File: src/rtl/wbvgaarbiter.sv
// Two-master Wishbone arbiter: video frame reader (A) and CPU/DMA (B) share one slave bus.
// Define VGAARB_FAIRNESS_EN to alternate grants on contention; otherwise A has strict priority.

module wbvgaarbiter #(
  parameter int unsigned AW        = 24,
  parameter int unsigned DW        = 32,
  parameter int unsigned LGTIMEOUT = 10
) (
  input  logic              i_clk,
  input  logic              i_reset,
  // Master A (video)
  input  logic              i_a_cyc,
  input  logic              i_a_stb,
  input  logic              i_a_we,
  input  logic [AW-1:0]     i_a_addr,
  input  logic [DW-1:0]     i_a_data,
  input  logic [DW/8-1:0]   i_a_sel,
  output logic              o_a_ack,
  output logic              o_a_stall,
  output logic              o_a_err,
  // Master B (CPU/DMA)
  input  logic              i_b_cyc,
  input  logic              i_b_stb,
  input  logic              i_b_we,
  input  logic [AW-1:0]     i_b_addr,
  input  logic [DW-1:0]     i_b_data,
  input  logic [DW/8-1:0]   i_b_sel,
  output logic              o_b_ack,
  output logic              o_b_stall,
  output logic              o_b_err,
  output logic [DW-1:0]     o_rd_data,
  // Slave side
  output logic              o_wb_cyc,
  output logic              o_wb_stb,
  output logic              o_wb_we,
  output logic [AW-1:0]     o_wb_addr,
  output logic [DW-1:0]     o_wb_data,
  output logic [DW/8-1:0]   o_wb_sel,
  input  logic              i_wb_ack,
  input  logic              i_wb_stall,
  input  logic              i_wb_err,
  input  logic [DW-1:0]     i_wb_data,
  // Status
  output logic [1:0]        o_owner,
  output logic              o_timeout
);

  // Encoding doubles as the o_owner code.
  typedef enum logic [1:0] {
    StIdle = 2'b00,
    StOwnA = 2'b01,
    StOwnB = 2'b10
  } state_e;

  localparam logic [LGTIMEOUT:0] TimeLimit = {1'b1, {LGTIMEOUT{1'b0}}};
  localparam logic [LGTIMEOUT:0] TimerOne  = {{LGTIMEOUT{1'b0}}, 1'b1};

  state_e             state_q, state_d, pick;
  logic               abort_q, abort_d;
  logic [LGTIMEOUT:0] timer_q, timer_d;
  logic               decide;
  logic               own_cyc, own_stb, own_a, own_b;
  logic               wb_cyc, timeout;

`ifdef VGAARB_FAIRNESS_EN
  logic last_b_q, last_b_d;
`endif

  // Arbitration choice from the current requests.
  always_comb begin
    pick = StIdle;
    if (i_a_cyc && i_b_cyc) begin
`ifdef VGAARB_FAIRNESS_EN
      pick = last_b_q ? StOwnA : StOwnB;
`else
      pick = StOwnA;
`endif
    end else if (i_a_cyc) begin
      pick = StOwnA;
    end else if (i_b_cyc) begin
      pick = StOwnB;
    end
  end

  // Slave-side multiplexer; everything reads zero with no owner.
  always_comb begin
    own_cyc   = 1'b0;
    own_stb   = 1'b0;
    o_wb_we   = 1'b0;
    o_wb_addr = '0;
    o_wb_data = '0;
    o_wb_sel  = '0;
    unique case (state_q)
      StOwnA: begin
        own_cyc   = i_a_cyc;
        own_stb   = i_a_stb;
        o_wb_we   = i_a_we;
        o_wb_addr = i_a_addr;
        o_wb_data = i_a_data;
        o_wb_sel  = i_a_sel;
      end
      StOwnB: begin
        own_cyc   = i_b_cyc;
        own_stb   = i_b_stb;
        o_wb_we   = i_b_we;
        o_wb_addr = i_b_addr;
        o_wb_data = i_b_data;
        o_wb_sel  = i_b_sel;
      end
      default: ;
    endcase
  end

  assign wb_cyc   = own_cyc && !abort_q;
  assign o_wb_cyc = wb_cyc;
  assign o_wb_stb = own_stb && !abort_q;

  // A response in the limit cycle wins over the timeout.
  assign timeout   = wb_cyc && !i_wb_ack && !i_wb_err && (timer_q == TimeLimit);
  assign o_timeout = timeout;

  always_comb begin
    state_d = state_q;
    abort_d = abort_q;
    decide  = 1'b0;
    unique case (state_q)
      StOwnA:  decide = !i_a_cyc;
      StOwnB:  decide = !i_b_cyc;
      default: decide = 1'b1;
    endcase

    if (decide) begin
      state_d = pick;
      abort_d = 1'b0;
    end else if (timeout) begin
      abort_d = 1'b1;
    end

    if (!wb_cyc || i_wb_ack || i_wb_err || timeout) begin
      timer_d = '0;
    end else begin
      timer_d = timer_q + TimerOne;
    end
  end

`ifdef VGAARB_FAIRNESS_EN
  always_comb begin
    last_b_d = last_b_q;
    if (decide && (pick != StIdle)) begin
      last_b_d = (pick == StOwnB);
    end
  end
`endif

  always_ff @(posedge i_clk) begin
    if (i_reset) begin
      state_q  <= StIdle;
      abort_q  <= 1'b0;
      timer_q  <= '0;
`ifdef VGAARB_FAIRNESS_EN
      last_b_q <= 1'b1;
`endif
    end else begin
      state_q  <= state_d;
      abort_q  <= abort_d;
      timer_q  <= timer_d;
`ifdef VGAARB_FAIRNESS_EN
      last_b_q <= last_b_d;
`endif
    end
  end

  // Master-side returns.
  assign own_a = (state_q == StOwnA);
  assign own_b = (state_q == StOwnB);

  assign o_a_ack   = own_a && !abort_q && i_wb_ack;
  assign o_a_err   = own_a && !abort_q && (i_wb_err || timeout);
  assign o_a_stall = !own_a || (i_wb_stall && !abort_q);

  assign o_b_ack   = own_b && !abort_q && i_wb_ack;
  assign o_b_err   = own_b && !abort_q && (i_wb_err || timeout);
  assign o_b_stall = !own_b || (i_wb_stall && !abort_q);

  assign o_rd_data = i_wb_data;
  assign o_owner   = state_q;

endmodule

File: config.mk
export PLATFORM = sky130hd
export DESIGN_NAME = wbvgaarbiter
export DESIGN_NICKNAME = d
export VERILOG_FILES = /design/src/rtl/wbvgaarbiter.sv
export SDC_FILE = /design/constraint.sdc
export NUM_CORES = 1
export LEC_CHECK = 0
export CAP_MARGIN = 20
export CORE_AREA = 2 2 104 106
export CTS_CLUSTER_SIZE = 16
export DETAILED_ROUTE_END_ITERATION = 6
export DIE_AREA = 0 0 106 108
export SYNTH_ARGS = -nofsm -noshare
export SYNTH_HDL_FRONTEND = slang
export SYNTH_SLANG_ARGS = --single-unit
File: constraint.sdc
create_clock -name i_clk -period 5.94 [get_ports i_clk]
set_input_delay 0.594 -clock i_clk [delete_from_list [all_inputs] [get_ports i_clk]]
set_output_delay 0.594 -clock i_clk [all_outputs]
set_load 0.005 [all_outputs]
==> results_dict.tcl <==
set metrics [dict create \
    drive_gt1_share_pct 2.632 \
    path_cells "inv_1 > ha_2 > buf_4 > or2_1 > or4_4 > nor2_2 > o211a_1 > clkdlybuf4s50_1" \
    yosys-top-cells-area "a22oi_1 27%, nor2_1 16%, dfxtp_1 16%" \
    status "complete, no violations" \
    antenna_found_initial 0 \
    cts_tree "yes" \
    crit_buf_inv 3 \
    multi_input_area_um2 1109 \
    synthesis.area_um2 1767 \
    worstPathArrival_ns 2.98 \
    rows 37 \
    fin_tns_setup_ns 0 \
    dpl.hpwl_mm 7.557 \
    n_antenna_cell 0 \
    critPathKind "register to output port" \
    track_usage_pct 14.71 \
    drv_cap 0 \
    ys_seq_area_share_pct 15.86 \
    crit_required_ns 5.35 \
    cts_resized 0 \
    ant_nets 0 \
    syn_area_per_cell_um2 6.667 \
    synth_top_area_share_pct 26.77 \
    fp.coreArea_um2 10230 \
    die_h_um 108 \
    hold_viol 0 \
    clk_path_buf_depth 2 \
    synth_top_area_cell "a22oi_1" \
    finalMaxSlewViolations 0 \
    register_area_um2 280.3 \
    cts-buffers-inserted 3 \
    wl_per_cell_um 17.22 \
    grt_pass1_wl_mm 13.34 \
    die_area_um2 11450 \
    async_flop_share_pct 0 \
    fmax_ghz 0.2795 \
    finalSetupViolCount 0 \
    clkSlewWorstSetupHoldPaths_ns 0.05 \
    ioPinCount 267 \
    globalRouteOverflowTotal 0 \
    htreeDepth 1 \
    slew_headroom_pct 52.10 \
    syn-instance-count 265 \
    cts_setup_buffers 0 \
    detail_route.vias_per_cell 4.431 \
    clkLatencyLatePin_ns 0.24 \
    synthDistinctLibCells 28 \
    cts.sinks 14 \
    place_congestion 0.7737 \
    die_width_um 106 \
    min_period_ns 3.577 \
    path_delay_family "simple AND/OR/NAND/NOR gates" \
    hold_buffers 0 \
    wl_mm 9.542 \
    cts-root-buf "clkbuf_8" \
    synth_top_flop_cell "dfxtp_1" \
    crit_path_max_incr_delay_ns 0.50 \
    crit_slowest_cell "or4_4" \
    synth-edff-count 0 \
    via_count 2455 \
    finClkSkew_ns 0.0008342 \
    route.detailed.drc 0 \
    syn_nets 432 \
    dr.pass1.iters 4 \
    p_leak_uw 0.001237 \
    grt_pass1_vias 2395 \
    area_growth_pct 108.6 \
    whs_ns 0.4629 \
    fin_nets 587 \
    cp_max_fo 64 \
    end_kind "output port" \
    ys_warn_count 0 \
    ys_ff_latch 14 \
    vdd_drop_max_mv 0.1503 \
    r2r_setup_slack_ns 3.62 \
    io_buffers 202 \
    cellPowerDensity_nw_per_um2 125.3 \
    tightest_slew_ns 0.7185 \
    fillCellCount 1087 \
    grt_max_degree 69 \
    finalCritPeriodShare_pct 60.22 \
    drtIter0Drc 186 \
    hp-class "register to register" \
    start_util_pct 17.27 \
    start_kind "register" \
    rsz0062_at_grt "no" \
]
==> worst paths after layout <==
check          endpoint       start  cells after the start
max             o_a_err  o_owner[0]                      8
min          timer_q[0]  timer_q[0]                      1
max reg2reg     abort_q  o_owner[0]                      7
min reg2reg  timer_q[0]  timer_q[0]                      1
==> logic make-up (layout without fill, tap and decap cells) <==
family	count (synthesis)	after routing	synth area share, %
simple gates	102	102	25.14
buf+inv	66	219	21.67
fa+ha+maj	4	4	2.833
xor+xnor	9	9	4.462
flops	14	14	15.86
compound gates	70	70	30.03
==> per-layer routing <==
metal	wire, um	global-route usage (%)	vias up
li1	-	-	1199
met1	3935	17.85	1138
met2	4894	27.14	114
met3	673	3.858	4
met4	39	1.222	0
met5	0	0	-
==> worst reg2reg max path: stages (launching register included) <==
cell and delay, ns:
dfxtp_1 0.36, inv_1 0.08, ha_2 0.27, buf_4 0.31, or2_1 0.33, or4_4 0.50, nor2_2 0.22, o2111a_1 0.20
==> power breakdown <==
part / internal (uW) / leakage [uW] / switching (uW)
combinational: 164 / 0.00110 / 124
clock: 44.8 / 0.0000216 / 31.7
sequential: 95.6 / 0.000113 / 1.38
total: 305 / 0.00124 / 157
==> layout by cell type, fill, tap and decap left out, types with 3 or more instances in the layout <==
cell type and n:
nor3_1 3, inv_1 11, nand3_1 5, clkdlybuf4s50_1 202
dfxtp_1 14, clkbuf_8 3, nor2_1 76, buf_4 3
xnor2_1 7, a22oi_1 63, nand2_1 7
==> Yosys cell counts, types with 2 or more instances <==
cell type and n:
dfxtp_1 14, xor2_1 2, ha_1 4, buf_4 32, nor3_1 3, xnor2_1 7, o211a_1 2, buf_1 5
nor4_1 2, a22oi_1 63, buf_6 2, and3_1 2, inv_1 11, a21oi_1 2, nor2_1 76, clkbuf_1 16
nand3_1 5, nand2_1 7
==> through the flow <==
| stage | worst slack (ns) | cell area, um2 | util, % | cells | power, uW |
|---|---|---|---|---|---|
| floorplan | 3.484 | 1767 | - | 265 | 229.0 |
| CTS | 2.325 | 3686 | 36.03 | 554 | 470.0 |
| global placement | 2.662 | 3645 | 35.62 | 551 | 388.8 |
| detailed placement | 2.611 | 3645 | 35.62 | 551 | 389.4 |
| finish | 2.363 | 3686 | 36.03 | 554 | 461.8 |
| global route | 2.118 | 3686 | 36.03 | 554 | 495.7 |
==> state kept, by name, summed over array words and instances, names as in the netlist <==
| name | count |
|---|---|
| o_owner | 2 |
| timer_q | 11 |
| abort_q | 1 |
==> layout make-up <==
type	instances	share of cell area (%)
repair buffers	205	55.46
multi-input cells	185	30.07
flip-flops and latches	14	7.604
well taps	136	4.616
clock buffers	3	1.120
inverters	11	1.120
Power figures use the tool's default switching activity.
